File: src/rtl/axis_rx_if.sv
// -----------------------------------------------------------------------------
// axis_rx_if
// Receive-side AXI-Stream bundle coming out of the MAC. There is no ready
// signal: the consumer always accepts.
//   rdata  [63:0] beat data, payload byte 0 of the beat at [63:56]
//   ruser  [79:0] [79:64] payload length, [63:16] source MAC, [15:0] EtherType
//   rkeep  [7:0]  byte enables, rkeep[7] qualifies [63:56]
//   rlast         last beat of the frame
//   rvalid        beat valid
// Modports: master (MAC side, drives) / slave (checker side, observes).
// -----------------------------------------------------------------------------
interface axis_rx_if;
  logic [63:0] rdata;
  logic [79:0] ruser;
  logic [7:0]  rkeep;
  logic        rlast;
  logic        rvalid;

  modport master (output rdata, ruser, rkeep, rlast, rvalid);
  modport slave  (input  rdata, ruser, rkeep, rlast, rvalid);
endinterface

File: src/rtl/axis_rx_check_module.sv
// -----------------------------------------------------------------------------
// axis_rx_check_module
// Checks each received frame against its user-field length, an optional
// incrementing byte pattern and an external CRC verdict, then accumulates
// saturating statistics.
//
// Optional feature: define RX_CHECK_PATTERN_EN to enable the payload pattern
// check (byte n of a frame must equal n[7:0], and rkeep must be contiguous).
// Without it o_pat_err_cnt is tied to zero.
//
// Ports:
//   i_clk, i_rst          single clock, synchronous active-high reset
//   s_axis                axis_rx_if.slave receive stream
//   i_crc_valid/_error    CRC verdict strobe for the most recent frame
//   o_frame_cnt .. o_pat_err_cnt   saturating frame/error counters
//   o_byte_cnt            total payload bytes, saturating
//   o_frame_done          one-cycle pulse when a frame is finalized
//   o_frame_pass          verdict of the last finalized frame
//   o_last_src_mac        source MAC of the last finalized frame
// -----------------------------------------------------------------------------
module axis_rx_check_module #(
  parameter int P_CRC_TIMEOUT = 16,
  parameter int P_CNT_W       = 32
) (
  input  logic               i_clk,
  input  logic               i_rst,
  axis_rx_if.slave           s_axis,
  input  logic               i_crc_error,
  input  logic               i_crc_valid,
  output logic [P_CNT_W-1:0] o_frame_cnt,
  output logic [P_CNT_W-1:0] o_good_cnt,
  output logic [P_CNT_W-1:0] o_crc_err_cnt,
  output logic [P_CNT_W-1:0] o_len_err_cnt,
  output logic [P_CNT_W-1:0] o_pat_err_cnt,
  output logic [47:0]        o_byte_cnt,
  output logic               o_frame_done,
  output logic               o_frame_pass,
  output logic [47:0]        o_last_src_mac
);

  localparam int LP_TMR_W = $clog2(P_CRC_TIMEOUT + 1);

  typedef enum logic [1:0] {S_IDLE, S_RECV, S_WAIT_CRC} state_t;

  state_t              r_state;
  logic [31:0]         r_frame_bytes;
  logic                r_pat_err;
  logic [15:0]         r_len;
  logic [47:0]         r_mac;
  logic [LP_TMR_W-1:0] r_timer;

  // Finalization stage: the verdict cycle loads these, the next cycle counts.
  logic        r_fin_pend;
  logic [31:0] r_fin_bytes;
  logic        r_fin_crc_err;
  logic        r_fin_len_err;
  logic        r_fin_pat_err;
  logic [47:0] r_fin_mac;

  logic [3:0]  w_popcnt;
  logic        w_start;
  logic [31:0] w_base;
  logic [31:0] w_acc_bytes;
  logic        w_beat_pat_err;
  logic        w_acc_pat;
  logic [15:0] w_cur_len;
  logic [47:0] w_cur_mac;
  logic        w_timeout;
  logic        w_fin_good;
  logic [48:0] w_byte_sum;

  function automatic logic [P_CNT_W-1:0] sat_inc(input logic [P_CNT_W-1:0] v);
    return (&v) ? v : v + P_CNT_W'(1);
  endfunction

  // NOTE: every signal assigned in always_comb gets a default first, so no
  // path can leave it unassigned and infer a latch.
  always_comb begin
    w_popcnt = '0;
    for (int i = 0; i < 8; i++) w_popcnt = w_popcnt + {3'b000, s_axis.rkeep[i]};
  end

  // Any beat seen outside RECV is the first beat of a new frame.
  assign w_start     = (r_state != S_RECV);
  assign w_base      = w_start ? 32'd0 : r_frame_bytes;
  assign w_acc_bytes = w_base + {28'd0, w_popcnt};
  assign w_cur_len   = w_start ? s_axis.ruser[79:64] : r_len;
  assign w_cur_mac   = w_start ? s_axis.ruser[63:16] : r_mac;
  assign w_timeout   = (r_timer == LP_TMR_W'(P_CRC_TIMEOUT - 1));

`ifdef RX_CHECK_PATTERN_EN
  // Expected value of each enabled lane is the frame byte index; the index
  // advances only on enabled lanes so a sparse rkeep still counts set bits.
  always_comb begin
    logic [7:0] v_idx;
    w_beat_pat_err = (s_axis.rkeep != ~(8'hFF >> w_popcnt));
    v_idx          = w_base[7:0];
    for (int i = 0; i < 8; i++) begin
      if (s_axis.rkeep[7-i]) begin
        if (s_axis.rdata[63-8*i -: 8] != v_idx) w_beat_pat_err = 1'b1;
        v_idx = v_idx + 8'd1;
      end
    end
  end
`else
  assign w_beat_pat_err = 1'b0;
`endif

  assign w_acc_pat = (w_start ? 1'b0 : r_pat_err) | w_beat_pat_err;

  // NOTE: sequential state uses non-blocking assignments only, so every
  // right-hand side reads the pre-edge value regardless of statement order.
  always_ff @(posedge i_clk) begin
    if (i_rst) begin
      r_state       <= S_IDLE;
      r_frame_bytes <= '0;
      r_pat_err     <= 1'b0;
      r_len         <= '0;
      r_mac         <= '0;
      r_timer       <= '0;
      r_fin_pend    <= 1'b0;
      r_fin_bytes   <= '0;
      r_fin_crc_err <= 1'b0;
      r_fin_len_err <= 1'b0;
      r_fin_pat_err <= 1'b0;
      r_fin_mac     <= '0;
    end else begin
      r_fin_pend <= 1'b0;

      // Beat accumulation is the same in every state.
      if (s_axis.rvalid) begin
        r_frame_bytes <= w_acc_bytes;
        r_pat_err     <= w_acc_pat;
        r_len         <= w_cur_len;
        r_mac         <= w_cur_mac;
        r_timer       <= '0;
      end

      case (r_state)
        S_IDLE, S_RECV: begin
          if (s_axis.rvalid) begin
            if (!s_axis.rlast) begin
              r_state <= S_RECV;
            end else if (i_crc_valid) begin
              r_fin_pend    <= 1'b1;
              r_fin_bytes   <= w_acc_bytes;
              r_fin_crc_err <= i_crc_error;
              r_fin_len_err <= (w_acc_bytes != {16'd0, w_cur_len});
              r_fin_pat_err <= w_acc_pat;
              r_fin_mac     <= w_cur_mac;
              r_state       <= S_IDLE;
            end else begin
              r_state <= S_WAIT_CRC;
            end
          end
        end

        S_WAIT_CRC: begin
          // A new beat or a timeout forces a CRC-error verdict; a verdict in
          // the same cycle as a new beat still belongs to the pending frame.
          if (i_crc_valid || s_axis.rvalid || w_timeout) begin
            r_fin_pend    <= 1'b1;
            r_fin_bytes   <= r_frame_bytes;
            r_fin_crc_err <= i_crc_valid ? i_crc_error : 1'b1;
            r_fin_len_err <= (r_frame_bytes != {16'd0, r_len});
            r_fin_pat_err <= r_pat_err;
            r_fin_mac     <= r_mac;
            if (!s_axis.rvalid)     r_state <= S_IDLE;
            else if (s_axis.rlast)  r_state <= S_WAIT_CRC;
            else                    r_state <= S_RECV;
          end else begin
            r_timer <= r_timer + LP_TMR_W'(1);
          end
        end

        default: r_state <= S_IDLE;
      endcase
    end
  end

  assign w_fin_good = !(r_fin_crc_err || r_fin_len_err || r_fin_pat_err);
  assign w_byte_sum = {1'b0, o_byte_cnt} + {17'd0, r_fin_bytes};

  always_ff @(posedge i_clk) begin
    if (i_rst) begin
      o_frame_done   <= 1'b0;
      o_frame_pass   <= 1'b0;
      o_frame_cnt    <= '0;
      o_good_cnt     <= '0;
      o_crc_err_cnt  <= '0;
      o_len_err_cnt  <= '0;
`ifdef RX_CHECK_PATTERN_EN
      o_pat_err_cnt  <= '0;
`endif
      o_byte_cnt     <= '0;
      o_last_src_mac <= '0;
    end else begin
      o_frame_done <= r_fin_pend;
      if (r_fin_pend) begin
        o_frame_cnt <= sat_inc(o_frame_cnt);
        if (w_fin_good)    o_good_cnt    <= sat_inc(o_good_cnt);
        if (r_fin_crc_err) o_crc_err_cnt <= sat_inc(o_crc_err_cnt);
        if (r_fin_len_err) o_len_err_cnt <= sat_inc(o_len_err_cnt);
`ifdef RX_CHECK_PATTERN_EN
        if (r_fin_pat_err) o_pat_err_cnt <= sat_inc(o_pat_err_cnt);
`endif
        o_byte_cnt     <= w_byte_sum[48] ? '1 : w_byte_sum[47:0];
        o_last_src_mac <= r_fin_mac;
        o_frame_pass   <= w_fin_good;
      end
    end
  end

`ifndef RX_CHECK_PATTERN_EN
  assign o_pat_err_cnt = '0;
`endif

endmodule

File: src/flat_wrapper.sv
// flat-port wrapper written by rule: the top's interface ports become plain ports
module axis_rx_check_module_flat 
#(
  parameter int P_CRC_TIMEOUT = 16,
  parameter int P_CNT_W       = 32
)
  (i_clk, i_rst, i_crc_error, i_crc_valid, o_frame_cnt, o_good_cnt, o_crc_err_cnt, o_len_err_cnt, o_pat_err_cnt, o_byte_cnt, o_frame_done, o_frame_pass, o_last_src_mac, s_axis_rdata, s_axis_ruser, s_axis_rkeep, s_axis_rlast, s_axis_rvalid);
  axis_rx_if s_axis_i ();
  input  logic i_clk;
  input  logic i_rst;
  input  logic i_crc_error;
  input  logic i_crc_valid;
  output logic [P_CNT_W-1:0] o_frame_cnt;
  output logic [P_CNT_W-1:0] o_good_cnt;
  output logic [P_CNT_W-1:0] o_crc_err_cnt;
  output logic [P_CNT_W-1:0] o_len_err_cnt;
  output logic [P_CNT_W-1:0] o_pat_err_cnt;
  output logic [47:0] o_byte_cnt;
  output logic o_frame_done;
  output logic o_frame_pass;
  output logic [47:0] o_last_src_mac;
  input wire logic [$bits(s_axis_i.rdata)-1:0] s_axis_rdata;
  input wire logic [$bits(s_axis_i.ruser)-1:0] s_axis_ruser;
  input wire logic [$bits(s_axis_i.rkeep)-1:0] s_axis_rkeep;
  input wire logic [$bits(s_axis_i.rlast)-1:0] s_axis_rlast;
  input wire logic [$bits(s_axis_i.rvalid)-1:0] s_axis_rvalid;
  assign s_axis_i.rdata = s_axis_rdata;
  assign s_axis_i.ruser = s_axis_ruser;
  assign s_axis_i.rkeep = s_axis_rkeep;
  assign s_axis_i.rlast = s_axis_rlast;
  assign s_axis_i.rvalid = s_axis_rvalid;
  axis_rx_check_module #(.P_CRC_TIMEOUT(P_CRC_TIMEOUT), .P_CNT_W(P_CNT_W)) u_core (.i_clk(i_clk), .i_rst(i_rst), .s_axis(s_axis_i), .i_crc_error(i_crc_error), .i_crc_valid(i_crc_valid), .o_frame_cnt(o_frame_cnt), .o_good_cnt(o_good_cnt), .o_crc_err_cnt(o_crc_err_cnt), .o_len_err_cnt(o_len_err_cnt), .o_pat_err_cnt(o_pat_err_cnt), .o_byte_cnt(o_byte_cnt), .o_frame_done(o_frame_done), .o_frame_pass(o_frame_pass), .o_last_src_mac(o_last_src_mac));
endmodule
File: config.mk
export PLATFORM = sky130hd
export DESIGN_NAME = axis_rx_check_module_flat
export DESIGN_NICKNAME = d
export VERILOG_FILES = /design/src/rtl/axis_rx_if.sv /design/src/rtl/axis_rx_check_module.sv /design/src/flat_wrapper.sv
export SDC_FILE = /design/constraint.sdc
export NUM_CORES = 1
export LEC_CHECK = 0
export ABC_CLOCK_PERIOD_IN_PS = 11100
export BUFFER_PORTS_ARGS = -buffer_cell sky130_fd_sc_hd__buf_2
export CORE_UTILIZATION = 55
export CTS_CLUSTER_DIAMETER = 50
export DETAILED_ROUTE_END_ITERATION = 10
export PLACE_DENSITY = 0.8
export SLEW_MARGIN = 20
export SYNTH_ARGS = -nofsm -noshare
export SYNTH_HDL_FRONTEND = slang
export SYNTH_SLANG_ARGS = --single-unit
File: constraint.sdc
create_clock -name i_clk -period 11.1 [get_ports i_clk]
set_clock_uncertainty 0.1 [all_clocks]
set_input_delay 1.11 -clock i_clk [delete_from_list [all_inputs] [get_ports i_clk]]
set_output_delay 1.11 -clock i_clk [all_outputs]
set_load 0.01 [all_outputs]
# ---- Word-level counts from Yosys, hierarchy flattened
# Cells that the tools add are included.
dict set report classes {
  addsub 14
  eq_ne 10
  muxes 46
  n_bitwise 5
  reduce_logical 18
}
# cell n
set ops {}
lappend ops {{48-bit two-way mux} 6}
lappend ops {{32-bit two-way mux} 5}
lappend ops {{32-bit by 1-bit adder with 32-bit output, second input constant} 4}
lappend ops {{32-bit AND reduction} 4}
lappend ops {{48-bit one-hot mux with 2 select lines} 1}
lappend ops {{32-bit by 16-bit inequality test with 1-bit output} 2}
lappend ops {{32-bit one-hot mux with 2 select lines} 1}
lappend ops {{48-bit by 32-bit adder with 49-bit output} 1}
lappend ops {{32-bit by 4-bit adder with 32-bit output} 1}
lappend ops {{4-bit by 1-bit adder with 4-bit output} 6}
lappend ops {{1-bit two-way mux} 18}
lappend ops {{16-bit two-way mux} 1}
lappend ops {{5-bit two-way mux} 3}
lappend ops {{2-bit two-way mux} 6}
lappend ops {{3-bit AND reduction} 3}
lappend ops {{1-bit one-hot mux with 2 select lines} 4}
lappend ops {{2-bit inequality test, second input constant} 3}
lappend ops {{5-bit by 1-bit adder with 5-bit output, second input constant} 1}
lappend ops {{5-bit by 4-bit == test with 1-bit output, second input constant} 1}
lappend ops {{1-bit NOT} 5}
lappend ops {{5-bit AND reduction} 1}
lappend ops {{1-bit logical OR} 4}
lappend ops {{2-bit by 1-bit inequality test with 1-bit output, second input constant} 2}
lappend ops {{2-bit one-hot mux with 2 select lines} 1}
lappend ops {{8 further kinds} 9}
dict set report totals {
  register_bits 414
  inputBits 158
  out_inout_bits 258
}

# ---- Depth between registers and ports, before layout
# Gate-level depths: netlist of the first run.
dict set report depth {
  word_depth 13
  ltp_mapped 18
}

# ---- Least setup slack after synthesis of the first run
# OpenSTA, ideal clock, no wires.
dict set report synth_timing {
  kind {input port to flip-flop}
  from {in s_axis_rkeep[0]}
  to {reg u_core.r_fin_len_err}
  setup_ns 0.121
  arrival_time_ns 5.330
  required_ns 10.879
  slack_ns 5.549
  cell_stages 18
  path_buffers 1
  cell_sequence {ha_1 > inv_1 > fa_1 > fa_1 > fa_1 > inv_1 > fa_1 > inv_1 > fa_1 > nand2b_1 > a21o_1 > or4_1 > clkbuf_1 > o21a_1 > o21ai_0 > nand4_1 > nor4_1 > o21bai_1}
}
dict set report synth_between {
  elab_chain_cells 13
}
# item line_no
set synth_lines {}
lappend synth_lines {{from (decl)} flat_wrapper.sv:24} ;# input wire logic [$bits(s_axis_i.rkeep)-1:0] s_axis_rkeep;
lappend synth_lines {{1-bit by 1-bit adder with 2-bit output} axis_rx_check_module.sv:80} ;# for (int i = 0; i < 8; i++) w_popcnt = w_popcnt + {3'b000, s_axis.rkeep[i]};
lappend synth_lines {{4-bit by 1-bit adder with 4-bit output (6 in a row)} axis_rx_check_module.sv:80}
lappend synth_lines {{32-bit by 4-bit adder with 32-bit output} axis_rx_check_module.sv:86} ;# assign w_acc_bytes = w_base + {28'd0, w_popcnt};
lappend synth_lines {{32-bit by 16-bit inequality test with 1-bit output} axis_rx_check_module.sv:148} ;# r_fin_len_err <= (w_acc_bytes != {16'd0, w_cur_len});
lappend synth_lines {{1-bit two-way mux} axis_rx_check_module.sv:144} ;# end else if (i_crc_valid) begin
lappend synth_lines {{1-bit two-way mux} axis_rx_check_module.sv:142} ;# if (!s_axis.rlast) begin
lappend synth_lines {{1-bit two-way mux} axis_rx_check_module.sv:141} ;# if (s_axis.rvalid) begin
lappend synth_lines {{1-bit one-hot mux with 2 select lines} axis_rx_check_module.sv:139} ;# case (r_state)
lappend synth_lines {{to (signal assigned)} axis_rx_check_module.sv:148}
lappend synth_lines {{to (signal assigned)} axis_rx_check_module.sv:165} ;# r_fin_len_err <= (r_frame_bytes != {16'd0, r_len});
lappend synth_lines {{to (decl)} axis_rx_check_module.sv:56} ;# logic r_fin_len_err;
# No other way between the ends. The select of a mux whose other input is x is not followed.
# A chain may end at the register's enable or synchronous reset.

# ---- Worst setup path after layout of the first run
# Same ends and word-level chain as after synthesis.

==> impl_metrics.ini, run 1 <==
[min_path]
hold_class = flip-flop to flip-flop
whs_endpoint = u_core.r_mac[12]$_SDFFE_PP0P_
whs_path_depth = 2
worstHoldStart = u_core.r_mac[12]$_SDFFE_PP0P_

[synth]
async_reset_ff_share_pct = 0
netlist_top_cells_area = dfxtp_1 40%, nand2_1 6.6%, nor2_1 6.5%, xnor2_1 4.8%, mux2i_1 3.8%
yosys.area.top_type = dfxtp_1
yosysUniqueCellTypes = 75
syn-cell-area_um2 = 20600
synth-compound-area-share_pct = 14.3
synth.area.mux_share_pct = 3.84
synth_xor_area_share_pct = 7.52
syn_inst = 2548
synth.top_cell.area_share_pct = 40.2
synth.avg_cell_area_um2 = 8.09
seq_area_frac_synth_pct = 40.2
ys_seq_elements = 414
synthFlopType = dfxtp_1
yosys_warnings = 0
synth-simple-area-share_pct = 25.4
synth-edff-count = 0
synthAdderAreaFrac_pct = 3.32
synth_top_family_by_area = simple AND/OR/NAND/NOR gates

[clocking]
cts_sinks = 414
cts_setup_buffers = 0
clk_latency_ns = 0.59
htreeDepth = 2
cts_buffers = 48
cts_root_buffer = clkbuf_16
cts_buffer_depth = 3
cts_tree = done
cts_resized = 0
hold_buffers = 0
path_clk_slew_ns = 0.06

[die]
io_pins = 416
die_w_um = 196
dieArea_um2 = 38200
initial_core_util_pct = 56.2
die_y_um = 196
core_area_um2 = 36700
rows = 70

[sta]
post-route-min-period_ns = 5.87
rsz0062_at_grt = false
relSlewSlack_pct = 31.9
clock.fmax_mhz = 170
fin_crit_sh_pct = 52.9
worstMarginPinSlew_ns = 1.02
drv_slew = 0
tns_ns = 0
holdWs_ns = 0.353
setup_viol = 0
layout_setup_ws_ns = 5.23
hold_viol = 0

[finish]
multi_input_area_um2 = 11400
fin_cells = 3268
nFillCells = 3030
seq_area_um2 = 8290
area_growth_syn_to_layout_pct = 15.2
layout_common_cells = 413 x dfxtp_1, 361 x nand2_1, 356 x nor2_1
fin_nets = 2967
layout_commonest_cell = dfxtp_1
layout-drive-gt1-share_pct = 15.0
finalInstanceArea_um2 = 23700

[drt]
drtIter0Drc = 1337
antenna_left = 0
wl_per_cell_um = 17.5
drt-vias-per-instance = 5.88
via_count = 19227
routed_wl_um = 57100
drcViolationCount = 0
drt-pass1-iter-count = 6

[pwr]
leakage_nw = 9.44
vdd_drop_max_mv = 0.120
pwr_density_cell_nw_per_um2 = 147

[run_status]
status = finished clean

[worst_setup_path]
crit_arrival_ns = 6.24
worstPathCellList = buf_2 -> ha_1 -> inv_1 -> fa_1 -> fa_1 -> fa_1 -> inv_1 -> fa_1 -> inv_1 -> fa_1 -> nand2b_1 -> a21o_1 -> or4_1 -> o21a_1 -> o21ai_0 -> nand4_1 -> nor4_1 -> o21bai_1
reg2reg_to = u_core.r_fin_len_err$_SDFFE_PP0P_
cp_common_cell = fa_1
worstRegToRegCells = 13
r2r_start = u_core.r_state[0]$_SDFFE_PP0P_
path_max_fanout = 15
r2r_slack_ns = 6.36
crit_path_end_kind = flip-flop
required_ns = 11.47
crit_path_max_incr_delay_ns = 0.70
crit_slowest_cell = or4_1
start_kind = input pin
worstSetupPathType = input pin to flip-flop

[grt]
gr-total-overflow = 0
grt_pass1_wl_um = 90500
grt_pass1_vias = 17710
antenna_found_initial = 7
grt_max_degree = 159
grt_usage_pct = 28.8

[place]
dpl_cell_area_um2 = 22200
port_buffers = 303
dp.cells = 3176
pre_cts_ws_ns = 4.68
routabilityCongestion = 0.930
place_hpwl_um = 38800

[flow_run]
drv_cap = 0
synthesized netlist by cell type (6+ instances only):
master / n
a311oi_1: 57
xnor2_1: 113
mux2i_1: 78
a21oi_1: 152
a31oi_1: 11
a221oi_1: 7
nor3_1: 77
dfxtp_1: 414
and3_1: 33
or3_1: 28
fa_1: 6
buf_4: 32
xor2_1: 64
and2_1: 25
clkbuf_1: 137
and4_1: 28
buf_1: 12
a21o_1: 21
a211oi_1: 59
nand2_1: 363
nand3_1: 62
o21ai_0: 64
nor2b_1: 8
nand4_1: 42
nand2b_1: 14
ha_1: 45
nor4_1: 52
inv_1: 58
nor2_1: 358
or4_1: 10
a41oi_1: 8
o21a_1: 14
buf_2: 9
sequential cells by signal, indices dropped and copies added (netlist names):
register,cells
u_core.r_fin_len_err,1
u_core.o_good_cnt,32
u_core.r_state,2
u_core.o_frame_done,1
u_core.o_len_err_cnt,32
u_core.r_fin_mac,48
u_core.o_byte_cnt,48
u_core.r_pat_err,1
u_core.r_fin_pat_err,1
u_core.r_fin_bytes,32
u_core.o_frame_cnt,32
u_core.r_timer,5
u_core.r_fin_pend,1
u_core.r_mac,48
u_core.o_crc_err_cnt,32
u_core.r_frame_bytes,32
u_core.o_last_src_mac,48
u_core.r_fin_crc_err,1
u_core.o_frame_pass,1
u_core.r_len,16
logic make-up (layout without fill, tap and decap cells):
logic type               Yosys count  after routing
AO/OA/AOI/OAI                    445            445
buffers and inverters            252            468
AND/OR/NAND/NOR                 1129           1129
XOR/XNOR                         177            177
adder cells (fa/ha/maj)           51             51
flip-flops                       414            414
other                              1             37
multiplexers                      79             79
power breakdown:
| group | internal [W] | switching (W) | total, W |
|---|---|---|---|
| Sequential | 0.00153 | 0.0000413 | 0.00158 |
| Combinational | 0.000118 | 0.000214 | 0.000332 |
| Clock | 0.000931 | 0.000644 | 0.00157 |
per-layer routing:
layer	track usage (%)	vias to the layer above	wire [um]
met1	38.1	9110	25000
met4	13.1	6	1860
li1	-	9271	-
met2	45.8	722	26000
met5	0	-	46
met3	5.15	118	4200
stage by stage:
stage	power, W	util, %
floorplan	0.00184	-
global placement	0.00192	60.4
detailed placement	0.00193	60.4
CTS	0.00351	64.7
global route	0.00361	64.7
finish	0.00348	64.7
worst max-delay path, delay by kind of cell:
family | cells | cell delay (ns)
AND/OR/NAND/NOR | 4 | 1.30
adder cells (fa/ha/maj) | 6 | 2.36
AO/OA/AOI/OAI | 4 | 1.15
buffers and inverters | 4 | 0.30
layout make-up:
type	count	share of cell area [%]
diodes	5	0.0527
clock buffers	66	5.55
clock inverters	21	1.06
inverters	59	0.933
multi-input cells	1913	48.0
flip-flops and latches	414	34.9
well taps	468	2.47
repair buffers	322	7.05
how the worst max path moves through the flow:
stage | depth (start not counted) | start | slack, ns | end
2_1_floorplan | 18 | s_axis_rkeep[0] | 5.55 | u_core.r_fin_len_err$_SDFFE_PP0P_
3_3_place_gp | 18 | s_axis_rkeep[0] | 4.72 | u_core.r_fin_len_err$_SDFFE_PP0P_
3_5_place_dp | 18 | s_axis_rkeep[0] | 4.68 | u_core.r_fin_len_err$_SDFFE_PP0P_
4_1_cts | 18 | s_axis_rkeep[0] | 5.28 | u_core.r_fin_len_err$_SDFFE_PP0P_
5_1_grt | 18 | s_axis_rkeep[0] | 4.96 | u_core.r_fin_len_err$_SDFFE_PP0P_
6_report | 18 | s_axis_rkeep[0] | 5.23 | u_core.r_fin_len_err$_SDFFE_PP0P_
(Power assumes the default switching activity.)
==> run 2, diff against run 1 <==
--- a/config.mk
+++ b/config.mk
@@ -5,12 +5,13 @@
 export SDC_FILE = /design/constraint.sdc
 export NUM_CORES = 1
 export LEC_CHECK = 0
-export ABC_CLOCK_PERIOD_IN_PS = 11100
+export ABC_AREA = 1
+export ABC_CLOCK_PERIOD_IN_PS = 5500
 export BUFFER_PORTS_ARGS = -buffer_cell sky130_fd_sc_hd__buf_2
 export CORE_UTILIZATION = 55
 export CTS_CLUSTER_DIAMETER = 50
 export DETAILED_ROUTE_END_ITERATION = 10
-export PLACE_DENSITY = 0.8
+export PLACE_DENSITY = 0.79
 export SLEW_MARGIN = 20
 export SYNTH_ARGS = -nofsm -noshare
 export SYNTH_HDL_FRONTEND = slang
==> constraint.sdc (replaced) <==
create_clock -name i_clk -period 5.5 [get_ports i_clk]
set_clock_uncertainty 0.1 [all_clocks]
set_input_delay 0.55 -clock i_clk [delete_from_list [all_inputs] [get_ports i_clk]]
set_output_delay 0.55 -clock i_clk [all_outputs]
set_load 0.01 [all_outputs]
==> impl_metrics.ini, run 2 <==
[synth]
yosysUniqueCellTypes = 54
synthAdderAreaFrac_pct = 2.98
synthFlopType = dfxtp_1
seq_area_frac_synth_pct = 36.2
syn_inst = 3428
synth.top_cell.area_share_pct = 36.2
async_reset_ff_share_pct = 0
ys_seq_elements = 414
synth-compound-area-share_pct = 17.6
synth.top_cells.by_count = 605 x nand2_1, 477 x nor2_1, 414 x dfxtp_1
synth-edff-count = 0
synth.avg_cell_area_um2 = 6.69
synth.area.mux_share_pct = 0.0437
synth-simple-area-share_pct = 30.1
yosys.area.top_type = dfxtp_1
syn-cell-area_um2 = 22900
yosys_warnings = 0
synth_top_family_by_area = simple AND/OR/NAND/NOR gates
yosysMostFrequentCell = nand2_1
synth_xor_area_share_pct = 2.41
netlist_top_cells_area = dfxtp_1 36%, nand2_1 9.9%, nor2_1 7.8%, o21ai_0 7.2%, inv_1 6.7%

[worst_setup_path]
r2r_start = u_core.r_state[1]$_SDFFE_PP0P_
start_kind = input pin
crit_arrival_ns = 5.01
path_max_fanout = 6
required_ns = 5.83
r2r_slack_ns = 1.46
worstSetupPathType = input pin to flip-flop
startpoint = s_axis_rkeep[0]
crit_path_end_kind = flip-flop

[grt]
grt_usage_pct = 31.4
gr-total-overflow = 0
grt_pass1_vias = 21069
grt_pass1_wl_um = 108000
grt_max_degree = 155
antenna_found_initial = 5

[die]
dieArea_um2 = 42500
die_y_um = 206
rows = 74
core_area_um2 = 40900
die_w_um = 206
io_pins = 416
initial_core_util_pct = 56.0

[sta]
fin_crit_sh_pct = 85.1
hold_viol = 0
worstMarginPinSlew_ns = 1.12
setup_viol = 0
holdWs_ns = 0.0944
clock.fmax_mhz = 214
post-route-min-period_ns = 4.68
drv_slew = 0
tns_ns = 0
relSlewSlack_pct = 25.4
rsz0062_at_grt = false

[clocking]
cts_root_buffer = clkbuf_16
cts_sinks = 414
clk_latency_ns = 0.59
cts_resized = 0
cts_setup_buffers = 0
cts_buffers = 47
cts_buffer_depth = 3
hold_buffers = 0
cts_tree = done
path_clk_slew_ns = 0.06
htreeDepth = 2

[run_status]
status = finished clean

[place]
dpl_cell_area_um2 = 24500
routabilityCongestion = 1.01
port_buffers = 303
place_hpwl_um = 48400

[drt]
drcViolationCount = 0
drt-pass1-iter-count = 6
via_count = 23612
antenna_left = 0
drt-vias-per-instance = 5.60
routed_wl_um = 69000
drtIter0Drc = 2063
wl_per_cell_um = 16.4

[finish]
nFillCells = 3859
area_growth_syn_to_layout_pct = 13.8
finalInstanceArea_um2 = 26100
layout_commonest_cell = nand2_1
fin_nets = 3858
layout-drive-gt1-share_pct = 12.5
layout_common_cells = 602 x nand2_1, 476 x nor2_1, 412 x dfxtp_1

[min_path]
worstHoldStart = s_axis_ruser[79]
hold_class = input pin to flip-flop

[pwr]
leakage_nw = 11.3
vdd_drop_max_mv = 0.258
pwr_density_cell_nw_per_um2 = 278

[flow_run]
drv_cap = 0
run 2: cell types whose count changed in the layout (fill, tap and decap cells not counted), moves of 28 or more:
cell and delta:
nand3_1 +138, and3_1 -28, and4_1 -28, a211oi_1 -34, inv_1 +349, a21oi_1 +71
mux2i_1 -77, a311oi_1 -55, nor2_1 +120, a31oi_1 +66, nand2_1 +241, o21ai_0 +265
xnor2_1 -94, or3_1 -28
run 2: cell type report:
class                   instances  area (um^2)  area share (%)
diodes                          3         7.51          0.0288
inverters                     420         1580            6.07
well taps                     532          666            2.55
clock inverters                16          241           0.926
clock buffers                  68         1370            5.23
multi-input cells            2450        12300            47.2
flip-flops and latches        414         8290            31.8
repair buffers                316         1620            6.20
run 2: worst max-delay path, stage by stage:
cell      delay, ns
buf_2          0.10
ha_1           0.28
inv_1          0.07
fa_1           0.43
fa_1           0.52
fa_1           0.17
inv_1          0.06
fa_1           0.52
inv_1          0.07
fa_1           0.44
inv_1          0.09
nand3_1        0.09
nand2_1        0.20
nand2_1        0.20
nor3_1         0.43
nand2_1        0.10
nand2_1        0.07
nand2_1        0.08
nor2_1         0.14
nand4_1        0.11
o21bai_1       0.19
a21oi_1        0.09
run 2: worst paths after layout:
path	end	cells past startpoint
min reg2reg	u_core.r_pat_err$_SDFFE_PP0P_	2
min	u_core.r_len[15]$_SDFFE_PP0P_	3
max	u_core.r_fin_len_err$_SDFFE_PP0P_	22
max reg2reg	u_core.r_fin_len_err$_SDFFE_PP0P_	18
run 2: cell families (layout without fill, tap and decap cells):
logic type | after synthesis | in the layout
simple gates | 1570 | 1570
flops | 414 | 414
mux | 1 | 1
other cells | 1 | 35
xor+xnor | 63 | 63
compound gates | 733 | 733
buf+inv | 595 | 820
fa+ha+maj | 51 | 51
run 2: power by group:
part	total [W]	switching, W	internal [W]
Sequential	0.00323	0.000101	0.00313
Combinational	0.000768	0.000515	0.000252
Clock	0.00326	0.00133	0.00193
Total	0.00725	0.00194	0.00531
run 2: per-layer routing:
layer  share of wire [%]  routed length, um  GRT usage, %  vias up
li1                    -                  -             -    11774
met3                 8.7               5990          6.45      150
met4                 3.1               2170          11.0        4
met1                  44              30700          43.0    10773
met2                  44              30200          48.8      911
met5               0.039                 27             0        -
run 2: stage by stage:
step	worst slack (ns)	util (%)	std cells	power, W
floorplan	1.04	-	3459	0.00382
global placement	0.405	59.8	4132	0.00403
detailed placement	0.284	59.8	4132	0.00404
CTS	0.901	63.7	4216	0.00729
global route	0.514	63.7	4217	0.00752
finish	0.821	63.7	4219	0.00725
